$ cat config.mk
export PLATFORM = sky130hd
export DESIGN_NAME = fetch_buffer
export DESIGN_NICKNAME = d
export VERILOG_FILES = /design/src/rtl/fetch_pkg.sv /design/src/rtl/fetch_fifo.sv /design/src/rtl/fetch_buffer.sv
export SDC_FILE = /design/constraint.sdc
export NUM_CORES = 1
export LEC_CHECK = 0
export BUFFER_PORTS_ARGS = -buffer_cell sky130_fd_sc_hd__buf_2
export CORE_ASPECT_RATIO = 1.5
export CORE_MARGIN = 3
export CORE_UTILIZATION = 30
export CTS_BUF_LIST = sky130_fd_sc_hd__clkbuf_8
export DETAILED_ROUTE_END_ITERATION = 16
export GPL_ROUTABILITY_DRIVEN = 0
export PLACE_DENSITY_LB_ADDON = 0.15
export SLEW_MARGIN = 30
export SYNTH_ARGS = -nofsm -noshare
export SYNTH_HDL_FRONTEND = slang
export SYNTH_SLANG_ARGS = --single-unit
export TNS_END_PERCENT = 5
$ cat constraint.sdc
create_clock -name clk -period 6.3 [get_ports clk]
set_clock_uncertainty 0.05 [all_clocks]
set_input_delay 0.63 -clock clk [delete_from_list [all_inputs] [get_ports clk]]
set_output_delay 0.63 -clock clk [all_outputs]
set_load 0.005 [all_outputs]
$ cat src/rtl/fetch_pkg.sv
// fetch_pkg: shared width, entry type and instruction size for the fetch front end
package fetch_pkg;
   localparam int XLEN = 32;
   localparam int INSTR_BYTES = 4;
   typedef struct packed {
      logic [XLEN-1:0] pc;
      logic [XLEN-1:0] instr;
   } fetch_entry_t;
endpackage

$ cat src/rtl/fetch_fifo.sv
// fetch_fifo: synchronous FIFO of fetch entries with flush and combinational head
module fetch_fifo
   import fetch_pkg::*;
#(
   parameter int DEPTH = 4
) (
   input  logic                   clk,
   input  logic                   rst_n,
   input  logic                   i_push,
   input  logic                   i_pop,
   input  logic                   i_flush,
   input  fetch_entry_t           i_data,
   output logic [$clog2(DEPTH):0] o_count,
   output fetch_entry_t           o_head
);
   localparam int AW = $clog2(DEPTH);
   fetch_entry_t r_mem [DEPTH];
   logic [AW-1:0] r_rd, r_wr;
   logic [AW:0]   r_cnt;
   // storage and pointers; flush only rewinds pointers since stale data is masked by count
   always_ff @(posedge clk or negedge rst_n) begin
      if (!rst_n) begin
         for (int k = 0; k < DEPTH; k++) r_mem[k] <= '0;
         r_rd  <= '0;
         r_wr  <= '0;
         r_cnt <= '0;
      end else if (i_flush) begin
         r_rd  <= '0;
         r_wr  <= '0;
         r_cnt <= '0;
      end else begin
         if (i_push) r_mem[r_wr] <= i_data;
         r_wr  <= r_wr + AW'(i_push);
         r_rd  <= r_rd + AW'(i_pop);
         r_cnt <= r_cnt + (AW+1)'(i_push) - (AW+1)'(i_pop);
      end
   end
   assign o_count = r_cnt;
   assign o_head  = r_mem[r_rd];
endmodule

$ cat src/rtl/fetch_buffer.sv
// fetch_buffer: fetch pc, in-flight tracking and credit control; FETCH_BUFFER_PERF_EN adds perf counters
module fetch_buffer #(
   parameter int              XLEN     = fetch_pkg::XLEN,
   parameter int              DEPTH    = 4,
   parameter logic [XLEN-1:0] RESET_PC = '0
) (
   input  logic            clk,
   input  logic            rst_n,
   output logic [XLEN-1:0] mem_adr,
   output logic            mem_req,
   input  logic [XLEN-1:0] mem_data,
   input  logic            redirect_valid,
   input  logic [XLEN-1:0] redirect_pc,
   output logic            out_valid,
   input  logic            out_ready,
   output logic [XLEN-1:0] out_pc,
   output logic [XLEN-1:0] out_instr
`ifdef FETCH_BUFFER_PERF_EN
  ,output logic [31:0]     perf_fetched,
   output logic [31:0]     perf_stall,
   output logic [31:0]     perf_flush
`endif
);
   import fetch_pkg::*;
   localparam int CW = $clog2(DEPTH) + 1;
   logic [XLEN-1:0] r_fetch_pc, r_inflight_pc;
   logic            r_inflight;
   logic [CW-1:0]   w_count;
   fetch_entry_t    w_head, w_push_data;
   logic            w_issue, w_push, w_pop, w_unused;
   // credit check counts the in-flight word so a capture never meets a full FIFO
   always_comb begin
      w_issue     = rst_n && !redirect_valid && (w_count + CW'(r_inflight) < CW'(DEPTH));
      w_push      = r_inflight && !redirect_valid;
      w_pop       = out_valid && out_ready && !redirect_valid;
      w_push_data = '{pc: r_inflight_pc, instr: mem_data};
   end
   // fetch pc and in-flight tracking; redirect discards the outstanding response
   always_ff @(posedge clk or negedge rst_n) begin
      if (!rst_n) begin
         r_fetch_pc    <= RESET_PC;
         r_inflight    <= 1'b0;
         r_inflight_pc <= '0;
      end else if (redirect_valid) begin
         r_fetch_pc <= {redirect_pc[XLEN-1:2], 2'b00};
         r_inflight <= 1'b0;
      end else begin
         r_inflight <= w_issue;
         if (w_issue) begin
            r_fetch_pc    <= r_fetch_pc + XLEN'(INSTR_BYTES);
            r_inflight_pc <= r_fetch_pc;
         end
      end
   end
   fetch_fifo #(.DEPTH(DEPTH)) u_fifo (
      .clk     (clk),
      .rst_n   (rst_n),
      .i_push  (w_push),
      .i_pop   (w_pop),
      .i_flush (redirect_valid),
      .i_data  (w_push_data),
      .o_count (w_count),
      .o_head  (w_head)
   );
   assign mem_req   = w_issue;
   assign mem_adr   = r_fetch_pc;
   assign out_valid = w_count != '0;
   assign out_pc    = w_head.pc;
   assign out_instr = w_head.instr;
   assign w_unused  = ^redirect_pc[1:0];
`ifdef FETCH_BUFFER_PERF_EN
   logic [31:0] r_perf_fetched, r_perf_stall, r_perf_flush;
   // saturating event counters
   always_ff @(posedge clk or negedge rst_n) begin
      if (!rst_n) begin
         r_perf_fetched <= '0;
         r_perf_stall   <= '0;
         r_perf_flush   <= '0;
      end else begin
         if (w_push && !(&r_perf_fetched)) r_perf_fetched <= r_perf_fetched + 1'b1;
         if (out_valid && !out_ready && !(&r_perf_stall)) r_perf_stall <= r_perf_stall + 1'b1;
         if (redirect_valid && !(&r_perf_flush)) r_perf_flush <= r_perf_flush + 1'b1;
      end
   end
   assign perf_fetched = r_perf_fetched;
   assign perf_stall   = r_perf_stall;
   assign perf_flush   = r_perf_flush;
`endif
endmodule

==> run_summary.xml, run 1 <==
<?xml version="1.0" encoding="UTF-8"?>
<metrics>
  <group name="outcome">
    <metric name="status" unit="">finished, final reports clean</metric>
  </group>
  <group name="floorplan">
    <metric name="height_of_the_die" unit="µm">270.0</metric>
    <metric name="core_area" unit="µm²">45880</metric>
    <metric name="design.portCount" unit="">166</metric>
    <metric name="start_util" unit="%">30.37</metric>
    <metric name="dieArea" unit="µm²">49120</metric>
    <metric name="row_count" unit="">96</metric>
    <metric name="die_width" unit="µm">182.0</metric>
  </group>
  <group name="global_route">
    <metric name="grt_use_total" unit="%">14.24</metric>
    <metric name="globalRoute.totalOverflow" unit="">0</metric>
    <metric name="number_of_antenna_violations_at_the_first_check_in_global_routing" unit="">3</metric>
    <metric name="grt_pass1_vias" unit="">9367</metric>
    <metric name="grt_first_pass_wirelength" unit="µm">55390</metric>
    <metric name="grt_start_max_net_pins" unit="">94</metric>
  </group>
  <group name="worst_setup_path">
    <metric name="ff2ff_path_depth" unit="">5</metric>
    <metric name="end_kind" unit="">output port</metric>
    <metric name="cp.required" unit="ns">5.62</metric>
    <metric name="cp_slowest_stage_delay" unit="ns">1.01</metric>
    <metric name="critPathArrivalTime" unit="ns">3.06</metric>
    <metric name="path_buf_inv" unit="">2</metric>
    <metric name="worstPathCellList" unit="">buf_4 &gt; mux4_2 &gt; buf_2</metric>
    <metric name="crit_end" unit="">out_pc[18]</metric>
    <metric name="crit_family" unit="">flip-flops</metric>
    <metric name="critical_path.startpoint" unit="">u_fifo.r_rd[0]$_DFF_PN0_</metric>
    <metric name="timing.critical_path.from_type" unit="">flip-flop</metric>
    <metric name="reg2reg_from" unit="">r_inflight$_DFF_PN0_</metric>
    <metric name="crit_fanout" unit="">37</metric>
    <metric name="timing.critical_path.slowest_stage_cell" unit="">sky130_fd_sc_hd__dfrtp_4</metric>
    <metric name="reg2reg_setup_slack" unit="ns">3.84</metric>
    <metric name="worst_r2r_endpoint" unit="">u_fifo.r_mem[87]$_DFFE_PN0P_</metric>
    <metric name="cp_num_cells" unit="">3</metric>
    <metric name="path_class" unit="">reg -&gt; out</metric>
  </group>
  <group name="route">
    <metric name="final_antenna_net_count" unit="">0</metric>
    <metric name="drc_errors" unit="">0</metric>
    <metric name="wl" unit="µm">34350</metric>
    <metric name="avgRoutedWirePerCell" unit="µm">19.58</metric>
    <metric name="num_vias" unit="">8273</metric>
    <metric name="vias_per_std_cell" unit="">4.717</metric>
    <metric name="dr.pass1.iters" unit="">6</metric>
    <metric name="drt_iter0_markers" unit="">258</metric>
  </group>
  <group name="finish">
    <metric name="drive_gt1_share" unit="%">49.27</metric>
    <metric name="final_common_cell" unit="">sky130_fd_sc_hd__dfrtp_1</metric>
    <metric name="seqCellArea" unit="µm²">7915</metric>
    <metric name="syn2layout_area_growth" unit="%">17.52</metric>
    <metric name="n_fill_cell" unit="">4565</metric>
    <metric name="nNetsFinal" unit="">1199</metric>
    <metric name="multi_input_area" unit="µm²">5709</metric>
    <metric name="design_area" unit="µm²">16380</metric>
    <metric name="utilization" unit="%">35.69</metric>
    <metric name="layout.cells.most_common_list" unit="">sky130_fd_sc_hd__dfrtp_1, sky130_fd_sc_hd__mux2_2, sky130_fd_sc_hd__buf_2</metric>
    <metric name="fin_cells" unit="">1754</metric>
  </group>
  <group name="cts">
    <metric name="numCtsBuffers" unit="">52</metric>
    <metric name="cts_tree" unit="">built</metric>
    <metric name="h_tree_levels" unit="">2</metric>
    <metric name="clkTransAtPathRegs" unit="ns">0.06</metric>
    <metric name="cts_resized" unit="">0</metric>
    <metric name="clock_latency_late_sink" unit="ns">0.59</metric>
    <metric name="cts_post_setup_buffers_inserted" unit="">0</metric>
    <metric name="post_cts_hold_buffers" unit="">0</metric>
    <metric name="tritoncts_num_sinks" unit="">316</metric>
    <metric name="cts.path.max_buffers" unit="">3</metric>
    <metric name="cts-root-buf" unit="">sky130_fd_sc_hd__clkbuf_8</metric>
  </group>
  <group name="min_path">
    <metric name="timing.hold.worst.class" unit="">in -&gt; async</metric>
  </group>
  <group name="place">
    <metric name="placedCellCount" unit="">1659</metric>
    <metric name="dpl-instance-area" unit="µm²">15350</metric>
    <metric name="hpwl_detailed" unit="µm">20970</metric>
    <metric name="pre_cts_ws" unit="ns">2.824</metric>
    <metric name="placement.io_buffers" unit="">159</metric>
  </group>
  <group name="timing">
    <metric name="post-route-min-period" unit="ns">3.743</metric>
    <metric name="max-slew-margin-rel" unit="%">40.39</metric>
    <metric name="min_period_over_period" unit="%">59.41</metric>
    <metric name="final_critical_path_setup_slack" unit="ns">2.557</metric>
    <metric name="fin_setup_tns" unit="ns">0</metric>
    <metric name="rsz0062_at_grt" unit="">no</metric>
    <metric name="worst_pin_slew" unit="ns">0.8941</metric>
    <metric name="setup_viol" unit="">0</metric>
    <metric name="count_of_endpoints_failing_hold_in_the_final_timing_report" unit="">0</metric>
    <metric name="achievable-frequency" unit="MHz">267.2</metric>
    <metric name="final_max_slew_viol_count" unit="">0</metric>
    <metric name="finalHoldWorstSlack" unit="ns">0.03031</metric>
  </group>
  <group name="power">
    <metric name="worst_ir_drop_vdd" unit="mV">0.1686</metric>
    <metric name="totalPowerFinal" unit="mW">5.921</metric>
    <metric name="p_per_area" unit="nW/µm²">361.5</metric>
    <metric name="leakagePower" unit="nW">7.739</metric>
  </group>
  <group name="synth">
    <metric name="syn_avg_cell_area" unit="µm²">14.62</metric>
    <metric name="synthesis.area" unit="µm²">13930</metric>
    <metric name="synth-warning-count" unit="">0</metric>
    <metric name="ys_async_sr_fraction" unit="%">100.0</metric>
    <metric name="synth.ff_latch_count" unit="">316</metric>
    <metric name="synth-seq-area-share" unit="%">56.75</metric>
    <metric name="synth_largest_type_area_fraction" unit="%">56.75</metric>
    <metric name="synthTopCellsByArea" unit="">sky130_fd_sc_hd__dfrtp_1, sky130_fd_sc_hd__mux2_2, sky130_fd_sc_hd__mux4_2</metric>
    <metric name="dominantRegCellSynth" unit="">sky130_fd_sc_hd__dfrtp_1</metric>
    <metric name="netlist-cell-type-count" unit="">43</metric>
    <metric name="syn-instance-count" unit="">953</metric>
    <metric name="synth_enable_flop_cells" unit="">0</metric>
    <metric name="synth_top_cell_by_area" unit="">sky130_fd_sc_hd__dfrtp_1</metric>
  </group>
  <group name="run">
    <metric name="drv.max_cap_violation_count" unit="">0</metric>
  </group>
</metrics>
Yosys cell counts, types with 8 or more instances:
master                     count
sky130_fd_sc_hd__clkbuf_1     14
sky130_fd_sc_hd__o21ai_1      21
sky130_fd_sc_hd__inv_1         9
sky130_fd_sc_hd__nor2_1       11
sky130_fd_sc_hd__o21ai_0      12
sky130_fd_sc_hd__nand2_1     111
sky130_fd_sc_hd__xnor2_1      25
sky130_fd_sc_hd__nand3_1       9
sky130_fd_sc_hd__mux2_2      250
sky130_fd_sc_hd__buf_2        33
sky130_fd_sc_hd__dfrtp_1     316
sky130_fd_sc_hd__xor2_1        8
sky130_fd_sc_hd__mux4_2       62
sky130_fd_sc_hd__buf_4        10
sky130_fd_sc_hd__nor3_1        9
sequential cells by signal (all words and copies together) (netlist names):
register        cells
r_inflight          1
u_fifo.o_count      3
u_fifo.r_mem      248
u_fifo.r_wr         2
u_fifo.r_rd         2
mem_adr            30
r_inflight_pc      30
power by group:
group	total [mW]	leakage (nW)	switching [mW]	internal, mW
sequential	2.82	4.15	0.341	2.48
clock	1.77	0.611	0.828	0.941
combinational	1.33	2.98	0.525	0.809
total	5.92	7.74	1.69	4.23
worst register-to-register path, stage by stage (launching register included):
cell,delay [ns]
sky130_fd_sc_hd__dfrtp_1,0.36
sky130_fd_sc_hd__nor2b_2,0.30
sky130_fd_sc_hd__nand2_1,0.14
sky130_fd_sc_hd__nor2_4,0.69
sky130_fd_sc_hd__buf_12,0.39
sky130_fd_sc_hd__mux2_2,0.41
area by class of cell:
class	instances	area share (%)
Antenna cell	1	0.01528
Inverter	11	0.2521
Timing Repair Buffer	176	5.799
Multi-Input combinational cell	568	34.86
Sequential cell	316	48.33
Clock inverter	31	0.9474
Tap cell	588	4.493
Clock buffer	63	5.295
how the worst min path moves through the flow:
stage	end	slack [ns]	cells after the start	startpoint
after floorplan	mem_adr[10]$_DFFE_PN0N_	0.28	0	rst_n
after global placement	u_fifo.r_mem[227]$_DFFE_PN0P_	0.41	1	u_fifo.r_mem[227]$_DFFE_PN0P_
after detailed placement	u_fifo.r_mem[227]$_DFFE_PN0P_	0.43	1	u_fifo.r_mem[227]$_DFFE_PN0P_
after CTS	u_fifo.r_mem[105]$_DFFE_PN0P_	0.02	1	rst_n
after global routing	u_fifo.r_mem[105]$_DFFE_PN0P_	0.03	1	rst_n
final	u_fifo.r_mem[231]$_DFFE_PN0P_	0.03	1	rst_n
metal layers:
layer  vias to the layer above  part of all wire [%]  track usage [%]
li1                       3755                     -                -
met1                      4279                    43            17.84
met2                       176                    50            24.78
met3                        59                   4.5            3.005
met4                         4                   2.1            4.032
met5                         -                 0.079                0
logic make-up (layout without fill, tap and decap cells):
family,Yosys count,count (layout),synth area share (%)
muxes,317,317,30.62
buffers and inverters,72,281,2.568
DFF,316,316,56.75
adders and majority gates,6,6,0.5926
AOI/OAI and AO/OA,35,35,1.284
and+or+nand+nor,173,173,6.088
xor gates and xnor gates,33,33,2.074
other,1,5,0.02691
No activity file was read; power rests on OpenSTA's default activity.
==> run 2, diff against run 1 <==
- clock period: 6.3 -> 3.3 ns (I/O delays scaled with it)
==> run_summary.xml, run 2 (synthesized netlist as in run 1, its figures left out) <==
<?xml version="1.0" encoding="UTF-8"?>
<metrics>
  <group name="min_path">
    <metric name="timing.hold.worst.class" unit="">in -&gt; async</metric>
  </group>
  <group name="global_route">
    <metric name="grt_use_total" unit="%">14.42</metric>
    <metric name="grt_first_pass_wirelength" unit="µm">55930</metric>
    <metric name="number_of_antenna_violations_at_the_first_check_in_global_routing" unit="">1</metric>
    <metric name="grt_start_max_net_pins" unit="">133</metric>
    <metric name="grt_pass1_vias" unit="">9491</metric>
    <metric name="globalRoute.totalOverflow" unit="">0</metric>
  </group>
  <group name="power">
    <metric name="worst_ir_drop_vdd" unit="mV">0.2548</metric>
    <metric name="p_switching" unit="mW">3.273</metric>
    <metric name="leakagePower" unit="nW">8.037</metric>
    <metric name="power_report.internal_total" unit="mW">8.134</metric>
    <metric name="p_per_area" unit="nW/µm²">665.6</metric>
    <metric name="seqPwrFrac" unit="%">47.1</metric>
    <metric name="fraction_of_power_spent_switching_nets" unit="%">28.69</metric>
    <metric name="power_frac_comb" unit="%">23.4</metric>
    <metric name="p_clk_share" unit="%">29.5</metric>
  </group>
  <group name="floorplan">
    <metric name="design.portCount" unit="">166</metric>
    <metric name="dieArea" unit="µm²">49120</metric>
    <metric name="height_of_the_die" unit="µm">270.0</metric>
    <metric name="core_area" unit="µm²">45880</metric>
    <metric name="die_width" unit="µm">182.0</metric>
    <metric name="row_count" unit="">96</metric>
    <metric name="start_util" unit="%">30.37</metric>
  </group>
  <group name="cts">
    <metric name="clock_latency_late_sink" unit="ns">0.60</metric>
    <metric name="numCtsBuffers" unit="">53</metric>
    <metric name="cts_tree" unit="">built</metric>
    <metric name="cts.path.max_buffers" unit="">3</metric>
    <metric name="post_cts_hold_buffers" unit="">64</metric>
    <metric name="h_tree_levels" unit="">2</metric>
    <metric name="clkTransAtPathRegs" unit="ns">0.06</metric>
    <metric name="cts-root-buf" unit="">sky130_fd_sc_hd__clkbuf_8</metric>
    <metric name="cts_resized" unit="">0</metric>
    <metric name="cts_post_setup_buffers_inserted" unit="">0</metric>
    <metric name="tritoncts_num_sinks" unit="">316</metric>
  </group>
  <group name="place">
    <metric name="hpwl_detailed" unit="µm">21390</metric>
    <metric name="placement.io_buffers" unit="">159</metric>
    <metric name="dpl-instance-area" unit="µm²">15480</metric>
  </group>
  <group name="worst_setup_path">
    <metric name="reg2reg_from" unit="">u_fifo.o_count[1]$_DFF_PN0_</metric>
    <metric name="crit_fanout" unit="">19</metric>
    <metric name="cp.required" unit="ns">2.92</metric>
    <metric name="worst_r2r_endpoint" unit="">u_fifo.o_count[2]$_DFF_PN0_</metric>
    <metric name="end_kind" unit="">output port</metric>
    <metric name="reg2reg_setup_slack" unit="ns">0.95</metric>
    <metric name="critPathArrivalTime" unit="ns">2.51</metric>
    <metric name="path_class" unit="">reg -&gt; out</metric>
    <metric name="timing.critical_path.from_type" unit="">flip-flop</metric>
    <metric name="ff2ff_path_depth" unit="">9</metric>
  </group>
  <group name="finish">
    <metric name="drive_gt1_share" unit="%">47.24</metric>
    <metric name="final_common_cell" unit="">sky130_fd_sc_hd__dfrtp_1</metric>
    <metric name="largest_register_ff_count" unit="">248</metric>
    <metric name="design_area" unit="µm²">17140</metric>
    <metric name="syn2layout_area_growth" unit="%">23.00</metric>
    <metric name="layout.cells.most_common_list" unit="">sky130_fd_sc_hd__dfrtp_1, sky130_fd_sc_hd__mux2_2, sky130_fd_sc_hd__buf_2</metric>
    <metric name="nNetsFinal" unit="">1268</metric>
    <metric name="top_register" unit="">u_fifo.r_mem</metric>
  </group>
  <group name="timing">
    <metric name="min_period_over_period" unit="%">87.65</metric>
    <metric name="fin_setup_tns" unit="ns">0</metric>
    <metric name="rsz0062_at_grt" unit="">no</metric>
    <metric name="setup_viol" unit="">0</metric>
    <metric name="max-slew-margin-rel" unit="%">34.39</metric>
    <metric name="post-route-min-period" unit="ns">2.892</metric>
    <metric name="count_of_endpoints_failing_hold_in_the_final_timing_report" unit="">0</metric>
    <metric name="worst_pin_slew" unit="ns">0.9775</metric>
    <metric name="achievable-frequency" unit="MHz">345.7</metric>
    <metric name="final_max_slew_viol_count" unit="">0</metric>
  </group>
  <group name="run">
    <metric name="drv.max_cap_violation_count" unit="">0</metric>
  </group>
  <group name="route">
    <metric name="num_vias" unit="">8622</metric>
    <metric name="avgRoutedWirePerCell" unit="µm">19.16</metric>
    <metric name="final_antenna_net_count" unit="">0</metric>
    <metric name="drt_iter0_markers" unit="">311</metric>
    <metric name="drc_errors" unit="">0</metric>
    <metric name="vias_per_std_cell" unit="">4.740</metric>
    <metric name="dr.pass1.iters" unit="">4</metric>
    <metric name="wl" unit="µm">34850</metric>
  </group>
  <group name="outcome">
    <metric name="status" unit="">finished, final reports clean</metric>
  </group>
</metrics>
-- run 2: cell count changes in the layout (fill, tap and decap cells not counted) --
cell	change
sky130_fd_sc_hd__buf_4	-3
sky130_fd_sc_hd__o21ai_2	+1
sky130_fd_sc_hd__o21ai_1	-1
sky130_fd_sc_hd__bufinv_16	-1
sky130_fd_sc_hd__buf_12	+8
sky130_fd_sc_hd__inv_1	-5
sky130_fd_sc_hd__clkbuf_8	+3
sky130_fd_sc_hd__dlygate4sd3_1	+64
sky130_fd_sc_hd__buf_6	-1
-- run 2: metrics by stage --
stage                     total power [mW]  hold slack (ns)  utilization, %  setup slack (ns)  std cells
after CTS                            11.72           0.1115           37.34            0.3183       1818
after global routing                 12.20           0.1385           37.35            0.2326       1819
after floorplan                      6.906         -0.01559               -             1.057        956
after global placement               8.085           0.1955           33.73            0.9622       1663
final                                11.41           0.1583           37.35            0.4076       1819
after detailed placement             8.154           0.1979           33.73            0.9567       1663
-- run 2: worst max path at each step --
stage / startpoint / to / slack (ns) / cells past startpoint
6_report: u_fifo.o_count[1]$_DFF_PN0_ / mem_req / 0.41 / 5
4_1_cts: u_fifo.r_rd[0]$_DFF_PN0_ / out_pc[14] / 0.32 / 3
3_3_place_gp: u_fifo.o_count[1]$_DFF_PN0_ / u_fifo.o_count[2]$_DFF_PN0_ / 0.96 / 9
2_1_floorplan: redirect_valid / u_fifo.o_count[2]$_DFF_PN0_ / 1.06 / 10
5_1_grt: u_fifo.o_count[1]$_DFF_PN0_ / mem_req / 0.23 / 5
3_5_place_dp: u_fifo.o_count[1]$_DFF_PN0_ / u_fifo.o_count[2]$_DFF_PN0_ / 0.96 / 9
-- run 2: critical path: stages (launching register included) --
cell and delay, ns:
sky130_fd_sc_hd__dfrtp_1 0.44, sky130_fd_sc_hd__a31oi_1 0.43, sky130_fd_sc_hd__o21ai_1 0.19, sky130_fd_sc_hd__or2_1 0.27, sky130_fd_sc_hd__inv_2 0.36, sky130_fd_sc_hd__buf_2 0.21
-- run 2: metal layers --
metal  global-route usage (%)  routed length, µm  share of wire (%)  up-vias
met1                    18.42              14760                 42     4443
li1                         -                  -                  -     3918
met3                    2.816               1595                4.6       56
met4                    4.233                809                2.3        0
met5                        0                  0                  0        -
met2                    24.79              17680                 51      205
-- run 2: power by group through the flow --
stage / clock [mW] / combinational (mW) / sequential [mW]
after CTS: 3.57 / 2.77 / 5.38
final: 3.37 / 2.67 / 5.37
after global routing: 3.72 / 2.97 / 5.51
after floorplan: 0 / 1.74 / 5.16
after global placement: 0 / 2.65 / 5.43
after detailed placement: 0 / 2.70 / 5.45
-- run 2: cell type report --
cell class	count	area, µm²
Inverter	11	41.29
Antenna cell	1	2.502
Clock buffer	66	908.4
Tap cell	588	735.7
Timing Repair Buffer	244	1717
Multi-Input combinational cell	568	5713
Sequential cell	316	7915
Fill cell	4503	28750
Clock inverter	25	106.4
